==> src/rtl/femto_pkg.sv <==
// Shared definitions for the femtoRV32 data path: load encodings, load-unit
// state type and access-size helpers.
package femto_pkg;

  // RV32I load funct3 encodings
  localparam logic [2:0] F3_LB  = 3'b000;
  localparam logic [2:0] F3_LH  = 3'b001;
  localparam logic [2:0] F3_LW  = 3'b010;
  localparam logic [2:0] F3_LBU = 3'b100;
  localparam logic [2:0] F3_LHU = 3'b101;

  // Access sizes in bytes
  localparam logic [2:0] SZ_B = 3'd1;
  localparam logic [2:0] SZ_H = 3'd2;
  localparam logic [2:0] SZ_W = 3'd4;

  typedef enum logic [1:0] {
    StIdle,
    StRd0,
    StRd1,
    StResp
  } ld_state_t;

  function automatic logic f3_legal(logic [2:0] f3);
    logic ok;
    case (f3)
      F3_LB, F3_LH, F3_LW, F3_LBU, F3_LHU: ok = 1'b1;
      default:                             ok = 1'b0;
    endcase
    return ok;
  endfunction

  // Size follows funct3[1:0]; only meaningful for legal encodings
  function automatic logic [2:0] ld_size(logic [2:0] f3);
    logic [2:0] sz;
    case (f3[1:0])
      2'b00:   sz = SZ_B;
      2'b01:   sz = SZ_H;
      default: sz = SZ_W;
    endcase
    return sz;
  endfunction

  // Access spills into the next word when offset + size exceeds 4 bytes
  function automatic logic ld_split(logic [1:0] offset, logic [2:0] f3);
    return ({1'b0, offset} + ld_size(f3)) > 3'd4;
  endfunction

endpackage

==> src/rtl/load_extend.sv <==
// Combinational load alignment and extension: picks the addressed bytes out
// of a two-word window and sign/zero-extends them according to funct3.
module load_extend
  import femto_pkg::*;
#(
  parameter int unsigned XLEN = 32
) (
  input  logic [2*XLEN-1:0] data,
  input  logic [1:0]        offset,
  input  logic [2:0]        funct3,
  output logic [XLEN-1:0]   result
);

  logic [2*XLEN-1:0] shifted;

  // Shift the addressed byte down to bit 0, then extend by load type
  always_comb begin
    shifted = data >> {offset, 3'b000};
    result  = '0;
    case (funct3)
      F3_LB:   result = {{(XLEN-8){shifted[7]}}, shifted[7:0]};
      F3_LH:   result = {{(XLEN-16){shifted[15]}}, shifted[15:0]};
      F3_LW:   result = shifted[XLEN-1:0];
      F3_LBU:  result = {{(XLEN-8){1'b0}}, shifted[7:0]};
      F3_LHU:  result = {{(XLEN-16){1'b0}}, shifted[15:0]};
      default: result = '0;
    endcase
  end

endmodule

==> src/rtl/dmem_load_unit.sv <==
// Multi-cycle RV32I load unit. Reads one or two words from a word-addressed
// data memory and returns the extended load result as a one-cycle pulse.
module dmem_load_unit
  import femto_pkg::*;
#(
  parameter int unsigned XLEN = 32,
  parameter int unsigned AW   = 32
) (
  input  logic            clk,
  input  logic            rst_n,
  input  logic            req_valid,
  output logic            req_ready,
  input  logic [AW-1:0]   req_addr,
  input  logic [2:0]      req_funct3,
  output logic            rsp_valid,
  output logic [XLEN-1:0] rsp_data,
  output logic            rsp_err,
  output logic            mem_req,
  output logic [AW-1:0]   mem_addr,
  input  logic            mem_ack,
  input  logic [XLEN-1:0] mem_rdata
);

  ld_state_t       state_q;
  logic [AW-1:0]   addr_q;
  logic [2:0]      funct3_q;
  logic            err_q;
  logic [XLEN-1:0] buf0_q;
  logic [XLEN-1:0] buf1_q;

  logic [AW-1:0]   word_addr;
  logic [XLEN-1:0] ext_data;

  assign word_addr = {addr_q[AW-1:2], 2'b00};

  load_extend #(
    .XLEN(XLEN)
  ) u_load_extend (
    .data  ({buf1_q, buf0_q}),
    .offset(addr_q[1:0]),
    .funct3(funct3_q),
    .result(ext_data)
  );

  // Load FSM with request latches and read buffers
  always_ff @(posedge clk or negedge rst_n) begin
    if (!rst_n) begin
      state_q  <= StIdle;
      addr_q   <= '0;
      funct3_q <= '0;
      err_q    <= 1'b0;
      buf0_q   <= '0;
      buf1_q   <= '0;
    end else begin
      case (state_q)
        StIdle: begin
          if (req_valid) begin
            addr_q   <= req_addr;
            funct3_q <= req_funct3;
            err_q    <= !f3_legal(req_funct3);
            state_q  <= f3_legal(req_funct3) ? StRd0 : StResp;
          end
        end
        StRd0: begin
          if (mem_ack) begin
            buf0_q  <= mem_rdata;
            state_q <= ld_split(addr_q[1:0], funct3_q) ? StRd1 : StResp;
          end
        end
        StRd1: begin
          if (mem_ack) begin
            buf1_q  <= mem_rdata;
            state_q <= StResp;
          end
        end
        StResp:  state_q <= StIdle;
        default: state_q <= StIdle;
      endcase
    end
  end

  // Outputs decoded from registered state only; second read wraps mod 2^AW
  always_comb begin
    req_ready = (state_q == StIdle);
    mem_req   = (state_q == StRd0) || (state_q == StRd1);
    mem_addr  = '0;
    if (state_q == StRd0) begin
      mem_addr = word_addr;
    end else if (state_q == StRd1) begin
      mem_addr = word_addr + AW'(4);
    end
    rsp_valid = (state_q == StResp);
    rsp_err   = (state_q == StResp) && err_q;
    rsp_data  = ((state_q == StResp) && !err_q) ? ext_data : '0;
  end

endmodule

==> config.mk <==
export PLATFORM = sky130hd
export DESIGN_NAME = dmem_load_unit
export DESIGN_NICKNAME = d
export VERILOG_FILES = /design/src/rtl/femto_pkg.sv /design/src/rtl/load_extend.sv /design/src/rtl/dmem_load_unit.sv
export SDC_FILE = /design/constraint.sdc
export NUM_CORES = 1
export LEC_CHECK = 0
export BUFFER_PORTS_ARGS = -buffer_cell sky130_fd_sc_hd__buf_4
export CAP_MARGIN = 10
export CORE_ASPECT_RATIO = 0.8
export CORE_UTILIZATION = 50
export DETAILED_ROUTE_END_ITERATION = 8
export PLACE_DENSITY = 0.83
export SYNTH_ARGS = -nofsm -noshare
export SYNTH_HDL_FRONTEND = slang
export SYNTH_HIERARCHICAL = 1
export SYNTH_SLANG_ARGS = --single-unit
==> constraint.sdc <==
create_clock -name clk -period 3.2 [get_ports clk]
set_clock_uncertainty 0.1 [all_clocks]
set_input_delay 0.32 -clock clk [delete_from_list [all_inputs] [get_ports clk]]
set_output_delay 0.32 -clock clk [all_outputs]
set_load 0.005 [all_outputs]
==> metrics, run 1 <==
Worst-path clk slew 0.07 ns; CTS tree yes; PD cells 1050 mW/mm^2; Worst setup EP type primary output; HP Class in2reg; Comb power frac 52.4%; final critical-path share of the clock period 91.6%; Antenna Nets Post-Route 0; syn avg cell area 11.3 um^2; leakage power 3.25 nW; RR Endpoint state_q[0]; initial core utilization 51.6%; Sw Pwr 2.95 mW; Startpoint Class flop; total track usage 25.6%; crit path DAT 2.51 ns; die height 99.7 um; Worst Path Max Fanout 9; core area 0.0116 mm^2; total negative slack 0 ns; Max VDD drop 0.000499 V; FF-to-FF Start funct3_q[1]; CP most frequent cell buf_4; worst reg2reg setup slack 0.70 ns; worst reg2reg path depth 8; Seq pwr share 33.3%; post-synthesis instance total 527; dpl hpwl 11000 um; Worst path max stage delay 0.41 ns; worst path bufs/invs 3; first-pass GRT wire length 24200 um; Hold Path Sink addr_q[14]; Switching Share 38.0%; GPL Wtd Cong 0.905; Hold Path Stages 2; boundary pin count 139; routed wire length 15200 um; final setup vio count 0; fmax 341 MHz; port bufs 136; clk root buf clkbuf_16; residual DRC count 0; minimum hold slack 0.110 ns; share of layout cells above drive strength 1 44.4%; number of global-route vias before repair 4806; Sink Count 94; NumNets Final 730; synthesized area 0.00597 mm^2; fillers 914; Setup CP Type reg2out; Power Internal 4.81 mW; hold_sp req_addr[14]; vias per cell 6.01; RSZ-0062 raised after global routing no; pre-CTS setup slack 0.563 ns; Final Hold Viols 0; outcome complete, no violations; Diodes inserted 0; setup ws final 0.269 ns; Die Area 0.0124 mm^2; largest net degree at the start of global routing 54; CTS max path bufs 2; Max-Slew Margin vs Limit 42.3%; Rows 35; CTS Buf Count 9; Layout Area Growth over Synthesis 24.5%; Tightest Pin Transition 0.866 ns; worst path cell trace inv_1 -> ha_1 -> and3b_1 -> nand4_1 -> buf_4 -> or4_1 -> a21oi_1 -> buf_4; GR Overflow Total 0; CP max stage cell dfrtp_1; Slew Viols, Final 0; die width 124 um; DR iter-0 viols 211; initial antenna violation count 0; yosys warns 6; Clk pwr share 14.2%; CTS H-tree lvls 3; DR pass1 iterations 5; routed vias 4836; Tmin final 2.93 ns; Largest delay share family, worst path simple AND/OR/NAND/NOR gates; Critical Path RT 2.78 ns; clk_lat worst skew 0.33 ns; Max-Cap Viols 0; wire length per cell 18.9 um
-- registers in the layout (all words and copies together), names as in the netlist --
register and flops:
addr_q 32, buf0_q 32, state_q 2, err_q 1
funct3_q 3, buf1_q 24
-- worst register-to-register path, stage by stage (launching register included) --
cell	delay, ns
dfrtp_1	0.91
nor2_1	0.10
ha_1	0.21
inv_1	0.07
fa_1	0.41
nor2b_1	0.15
o21ai_0	0.16
a31oi_1	0.10
o22a_1	0.19
-- power groups by stage --
stage	Sequential (mW)	Combinational [mW]	Clock [mW]
after detailed placement	2.58	4.05	0
after CTS	2.57	4.08	1.13
after floorplan	2.23	2.98	0
after global routing	2.69	4.41	1.18
after global placement	2.49	3.90	0
final	2.59	4.07	1.11
-- per-layer routing --
layer | vias to the layer above | track usage [%] | routed length (um)
met3 | 35 | 4.13 | 737
li1 | 2195 | - | -
met2 | 181 | 40.5 | 7320
met5 | - | 0 | 0
met1 | 2425 | 35.7 | 6750
met4 | 0 | 8.88 | 372
-- area by class of cell --
| cell class | instances | area, um^2 | area share, % |
|---|---|---|---|
| tap | 148 | 185 | 2.49 |
| multi-input combinational | 381 | 3350 | 45.2 |
| clock buffer | 12 | 256 | 3.45 |
| sequential | 94 | 2350 | 31.7 |
| clock inverter | 4 | 55.1 | 0.741 |
| timing repair buffer | 149 | 1160 | 15.6 |
| inverter | 17 | 63.8 | 0.859 |
-- cell usage in the layout (no fill, tap or decap), types with 17 or more instances in the layout --
cell type,n
buf_4,145
and2_1,37
o21ai_0,23
dfrtp_1,93
inv_1,17
mux2_2,93
nand2_1,40
mux4_2,28
a31oi_1,17
-- through the flow --
step	power (mW)	cell area (um^2)	utilization (%)	std cells
finish	7.76	7430	64.2	805
global placement	6.39	7100	61.4	787
floorplan	5.21	5970	-	528
CTS	7.78	7420	64.2	804
global route	8.29	7430	64.2	805
detailed placement	6.63	7100	61.4	787
-- timing repair --
action,in CTS,in global routing
buffers inserted,0,1
setup endpoints to repair,0,1
endpoints found under the hold margin,41,0
resized for setup,0,0
hold buffers,1,0
-- worst max-delay path by stage --
stage,from,end,slack (ns),cells after the start
final,state_q[1],mem_addr[22],0.27,8
after global routing,funct3_q[1],rsp_data[14],0.11,4
after CTS,state_q[1],mem_addr[22],0.18,7
after detailed placement,state_q[1],mem_addr[22],0.56,7
after global placement,state_q[0],mem_addr[22],0.65,6
after floorplan,state_q[0],mem_addr[22],0.89,6
(Power assumes the default switching activity.)
==> run 2, diff against run 1 <==
--- a/config.mk
+++ b/config.mk
@@ -8,9 +8,9 @@
 export BUFFER_PORTS_ARGS = -buffer_cell sky130_fd_sc_hd__buf_4
 export CAP_MARGIN = 10
 export CORE_ASPECT_RATIO = 0.8
-export CORE_UTILIZATION = 50
+export CORE_UTILIZATION = 40
 export DETAILED_ROUTE_END_ITERATION = 8
-export PLACE_DENSITY = 0.83
+export PLACE_DENSITY = 0.7
 export SYNTH_ARGS = -nofsm -noshare
 export SYNTH_HDL_FRONTEND = slang
 export SYNTH_HIERARCHICAL = 1
==> run 2 against run 1 <==
Utilization fell by 13 points. Global-route usage decreased by 4.5 points. The run now ends with DRC left. Final cell count rose by 5.1%. Hold slack worse by 0.066 ns. Wire length rose by 2.3%. Total power fell by 0.28%. Sequential share of layout area decreased by 0.14 points. Register-to-register slack better by 0.02 ns. Design area grew 0.45%. Critical endpoint unchanged. Clock-buffer cell count decreased by 3. Clock power shrank 5%. Fmax down 2.4%.
==> metrics, run 2 (synthesis results as in run 1) <==
clk root buf clkbuf_16 (unchanged); largest net degree at the start of global routing 81 (was 54); worst reg2reg path depth 8 (unchanged); Slew Viols, Final 0 (unchanged); DR iter-0 viols 286 (was 211); Die Area 0.0154 mm^2 (was 0.0124 mm^2); Final Hold Viols 0 (unchanged); DR pass1 iterations 7 (was 5); vias per cell 5.64 (was 6.01); Reg area 0.00235 mm^2 (unchanged); Tightest Pin Transition 1.07 ns (was 0.866 ns); Largest delay share family, worst path simple AND/OR/NAND/NOR gates (unchanged); Multi-input gate area 0.00335 mm^2 (unchanged); first-pass GRT wire length 25400 um (was 24200 um); Rows 39 (was 35); RSZ-0062 raised after global routing no (unchanged); CTS Buf Count 9 (unchanged); FF-to-FF Start funct3_q[1] (unchanged); HP Class in2async (was in2reg); final std cells w/o fill 846 (was 805); GR Overflow Total 0 (unchanged); leakage power 3.25 nW (about the same); Sink Count 94 (unchanged); Worst-path clk slew 0.07 ns (about the same); share of layout cells above drive strength 1 45.2% (was 44.4%); residual DRC count 15 (was 0); clk_lat worst skew 0.35 ns (was 0.33 ns); CTS max path bufs 2 (unchanged); Layout Area Growth over Synthesis 25.1% (was 24.5%); die width 139 um (was 124 um); commonest non-fill, non-tap cell in the layout buf_4 (unchanged); CTS tree yes (unchanged); most frequent cells in the layout buf_4, mux2_2, dfrtp_1 (unchanged); Worst Path Max Fanout 9 (unchanged); GPL Wtd Cong 0.854 (was 0.905); RR Endpoint state_q[0] (unchanged); Critical Path RT 2.78 ns (about the same); NumNets Final 735 (was 730); routed wire length 15500 um (was 15200 um); total track usage 21.1% (was 25.6%); Max-Slew Margin vs Limit 28.7% (was 42.3%); crit path DAT 2.58 ns (was 2.51 ns); Worst path max stage delay 0.49 ns (was 0.41 ns); CTS H-tree lvls 3 (unchanged); Setup CP Type reg2out (unchanged); Max VDD drop 0.000345 V (was 0.000499 V); initial antenna violation count 0 (unchanged); number of global-route vias before repair 4704 (was 4806); die height 111 um (was 99.7 um); worst reg2reg setup slack 0.72 ns (was 0.70 ns); outcome complete, but fails checks (was complete, no violations); Worst setup EP type primary output (unchanged); Startpoint Class flop (unchanged); Antenna Nets Post-Route 0 (unchanged); worst path cell trace inv_1 -> ha_1 -> and3b_1 -> nand4_1 -> or4_1 -> a21oi_1 -> buf_4 (was inv_1 -> ha_1 -> and3b_1 -> nand4_1 -> buf_4 -> or4_1 -> a21oi_1 -> buf_4); fillers 1297 (was 914); total negative slack 0 ns (unchanged); worst path bufs/invs 2 (was 3); routed vias 4773 (was 4836); initial core utilization 41.3% (was 51.6%); Max-Cap Viols 0 (unchanged); biggest regs addr_q x32, buf0_q x32, buf1_q x24 (unchanged); Power, Total 7.74 mW (was 7.76 mW); final critical-path share of the clock period 93.8% (was 91.6%); core area 0.0144 mm^2 (was 0.0116 mm^2); violated checks DRC; Tmin final 3.00 ns (was 2.93 ns); dpl hpwl 11400 um (was 11000 um); boundary pin count 139 (unchanged); final setup vio count 0 (unchanged); Diodes inserted 0 (unchanged); cell total after placement 827 (was 787); wire length per cell 18.4 um (was 18.9 um); PD cells 1040 mW/mm^2 (was 1050 mW/mm^2); fmax 333 MHz (was 341 MHz); port bufs 136 (unchanged); CTS Hold Buffers Added 0 (was 1); CP max stage cell or4_1 (was dfrtp_1)
==> run 2: cell count changes in the layout (fill, tap and decap cells not counted), sizes merged <==
cell         previous run  this run
buf                   148       154
inv                    17        21
dlygate4sd3             1         0
clkbuf                 12         9
bufinv                  1         0
==> run 2: routing by layer <==
metal | share of wire [%] | vias up | global-route usage [%]
met2 | 48 | 139 | 33.0
met4 | 2.1 | 0 | 7.87
met3 | 4.3 | 24 | 4.15
met1 | 46 | 2402 | 29.2
met5 | 0 | - | 0
li1 | - | 2208 | -
==> run 2: area by class of cell <==
cell class / count / share of cell area [%]
Clock inverter: 7 / 0.872
Clock buffer: 9 / 3.02
Sequential cell: 94 / 31.5
Tap cell: 184 / 3.09
Inverter: 17 / 0.855
Timing Repair Buffer: 154 / 15.7
Multi-Input combinational cell: 381 / 45.0
==> run 2: timing repair <==
item | 4_1_cts | 5_1_grt
endpoints found under the setup margin | 0 | 1
gates resized for setup | 0 | 0
buffers inserted | 0 | 3
==> run 2: worst max-delay path by stage <==
| stage | cells after the start | from | to | slack (ns) |
|---|---|---|---|---|
| 6_report | 7 | state_q[1] | mem_addr[22] | 0.20 |
| 5_1_grt | 7 | state_q[1] | mem_addr[22] | 0.05 |
| 4_1_cts | 7 | state_q[1] | mem_addr[19] | 0.18 |
| 3_5_place_dp | 7 | state_q[1] | mem_addr[19] | 0.56 |
| 3_3_place_gp | 6 | state_q[0] | mem_addr[22] | 0.71 |
| 2_1_floorplan | 6 | state_q[0] | mem_addr[22] | 0.89 |
==> run 2: power breakdown <==
part | total, mW | leakage (nW) | internal [mW] | switching [mW]
combinational | 4.14 | 2.00 | 2.38 | 1.77
clock | 1.06 | 0.140 | 0.546 | 0.515
sequential | 2.54 | 1.11 | 1.80 | 0.736
==> run 2: stage by stage <==
step	util [%]	hold slack, ns	setup WS [ns]	cell area (um^2)
5_1_grt	51.7	0.0728	0.0463	7460
6_report	51.7	0.0437	0.197	7460
2_1_floorplan	-	-0.0756	0.891	5970
4_1_cts	51.5	0.0750	0.177	7440
3_5_place_dp	49.5	0.392	0.564	7150
3_3_place_gp	49.5	0.382	0.708	7150
==> run 3, diff against run 2 <==
--- a/config.mk
+++ b/config.mk
@@ -7,7 +7,6 @@
 export LEC_CHECK = 0
 export BUFFER_PORTS_ARGS = -buffer_cell sky130_fd_sc_hd__buf_4
 export CAP_MARGIN = 10
-export CORE_ASPECT_RATIO = 0.8
 export CORE_UTILIZATION = 40
 export DETAILED_ROUTE_END_ITERATION = 8
 export PLACE_DENSITY = 0.7
==> run 3 against run 2 <==
The run now ends clean. Wire length fell by 1.7%. Global-route usage fell by 0.29 points. First-iteration DRC count fell by 12%. Utilization about the same. Critical endpoint is now mem_addr[19]. Design area up 0.54%. Clock power is 5% higher. Highest routed layer unchanged. Final cell count stayed put. Sequential power down 2%.
==> metrics, run 3 (synthesis results as in run 1) <==
initial core utilization 41.0% (was 41.3%); HP Class in2reg (was in2async); Hold Path Sink buf0_q[26]; Largest delay share family, worst path simple AND/OR/NAND/NOR gates (unchanged); crit path DAT 2.52 ns (was 2.58 ns); Layout Area Growth over Synthesis 25.7% (was 25.1%); Tightest Pin Transition 0.763 ns (was 1.07 ns); GR Overflow Total 0 (unchanged); hold_sp mem_rdata[26]; final instance area 0.00750 mm^2 (was 0.00746 mm^2); initial antenna violation count 0 (unchanged); Die Area 0.0154 mm^2 (about the same); Diodes inserted 0 (unchanged); pre-CTS setup slack 0.550 ns (was 0.564 ns); Antenna Nets Post-Route 0 (unchanged); PD cells 1040 mW/mm^2 (about the same); Final Hold Viols 0 (unchanged); CTS max path bufs 2 (unchanged); Max Used Layer met4 (unchanged); FF-to-FF Start state_q[1] (was funct3_q[1]); DR iter-0 viols 252 (was 286); Finished Core Util 51.6% (was 51.7%); Met1 Wirelength 6530 um (was 7110 um); worst path bufs/invs 2 (unchanged); GPL Wtd Cong 0.874 (was 0.854); NumNets Final 735 (unchanged); Critical Path RT 2.78 ns (about the same); RSZ-0062 raised after global routing no (unchanged); share of layout cells above drive strength 1 44.6% (was 45.2%); die height 124 um (was 111 um); largest net degree at the start of global routing 78 (was 81); Worst path max stage delay 0.59 ns (was 0.49 ns); most frequent cells in the layout buf_4, mux2_2, dfrtp_1 (unchanged); clk_lat worst skew 0.35 ns (about the same); Power, Total 7.77 mW (was 7.74 mW); CTS Buf Count 9 (unchanged); Rows 44 (was 39); Worst Path Max Fanout 11 (was 9); final std cells w/o fill 846 (unchanged); clk root buf clkbuf_16 (unchanged); Tmin final 2.94 ns (was 3.00 ns); dpl hpwl 11000 um (was 11400 um); Sink Count 94 (unchanged); worst reg2reg setup slack 0.94 ns (was 0.72 ns); Worst setup EP type primary output (unchanged); total track usage 20.9% (was 21.1%); number of global-route vias before repair 4807 (was 4704); Max-Cap Viols 0 (unchanged); final setup vio count 0 (unchanged); DR pass1 iterations 5 (was 7); boundary pin count 139 (unchanged); CP max stage cell or4_1 (unchanged); residual DRC count 0 (was 15); outcome complete, no violations (was complete, but fails checks); fillers 1301 (was 1297); Hold Path Stages 2; fmax 340 MHz (was 333 MHz); Reg area 0.00235 mm^2 (unchanged); Slew Viols, Final 0 (unchanged); Crit path depth 6 (was 7); Max VDD drop 0.000561 V (was 0.000345 V); die width 124 um (was 139 um); wire length per cell 18.0 um (was 18.4 um); worst reg2reg path depth 8 (unchanged); Startpoint Class flop (unchanged); routed wire length 15300 um (was 15500 um); core area 0.0145 mm^2 (was 0.0144 mm^2); first-pass GRT wire length 24300 um (was 25400 um); Worst-path clk slew 0.07 ns (about the same); CTS H-tree lvls 3 (unchanged); CTS tree yes (unchanged); met3 WL 762 um (was 670 um); routed vias 4751 (was 4773); worst path cell trace inv_1 -> ha_1 -> nand4b_1 -> or4_1 -> a21oi_1 -> buf_4 (was inv_1 -> ha_1 -> and3b_1 -> nand4_1 -> or4_1 -> a21oi_1 -> buf_4); RR Endpoint state_q[0] (unchanged); Setup CP Type reg2out (unchanged); leakage power 3.27 nW (was 3.25 nW); total negative slack 0 ns (unchanged); placed cell area 0.00717 mm^2 (was 0.00715 mm^2); cell total after placement 827 (unchanged); setup ws final 0.262 ns (was 0.197 ns); Max-Slew Margin vs Limit 49.0% (was 28.7%); met2 WL 7460 um (was 7410 um); Post-CTS Resized 0 (unchanged); Multi-input gate area 0.00335 mm^2 (unchanged); commonest non-fill, non-tap cell in the layout buf_4 (unchanged); port bufs 136 (unchanged); final critical-path share of the clock period 91.8% (was 93.8%); biggest regs addr_q x32, buf0_q x32, buf1_q x24 (unchanged); vias per cell 5.62 (was 5.64); minimum hold slack 0.0980 ns (was 0.0437 ns)
==> run 3: per-layer routing <==
| layer | vias up | track usage, % |
|---|---|---|
| met5 | - | 0 |
| met3 | 39 | 4.72 |
| met4 | 0 | 10.0 |
| met2 | 133 | 33.6 |
| met1 | 2375 | 26.4 |
| li1 | 2204 | - |
==> run 3: worst max path at each step <==
stage	startpoint	endpoint	slack [ns]
6_report	state_q[1]	mem_addr[19]	0.26
5_1_grt	state_q[1]	mem_addr[19]	0.1
4_1_cts	state_q[1]	mem_addr[22]	0.14
3_5_place_dp	state_q[1]	mem_addr[22]	0.55
3_3_place_gp	state_q[0]	mem_addr[22]	0.61
2_1_floorplan	state_q[0]	mem_addr[22]	0.89
==> run 3: area by class of cell <==
class                   instances  share of cell area, %
multi-input cells             381                   44.7
repair buffers                154                   15.9
inverters                      17                  0.851
clock buffers                  14                   3.52
clock inverters                 2                  0.517
well taps                     184                   3.07
flip-flops and latches         94                   31.4
==> run 3: what timing repair did <==
item / in CTS / in global routing
hold buffers: 1 / 0
setup buffers: 0 / 2
setup endpoints to repair: 0 / 2
hold endpoints to repair: 17 / 0
==> run 3: worst reg2reg max path, cell delays in order (launching register included) <==
cell and delay (ns):
dfrtp_1 0.40, inv_1 0.10, ha_1 0.31, buf_4 0.22
nor2_1 0.14, buf_4 0.25, a2bb2oi_1 0.30, a31oi_1 0.14
o22a_1 0.19
==> run 3: power breakdown <==
part | leakage (nW) | switching, mW | total, mW | internal, mW
Sequential | 1.11 | 0.690 | 2.50 | 1.81
Combinational | 2.01 | 1.78 | 4.17 | 2.39
Clock | 0.147 | 0.456 | 1.11 | 0.653
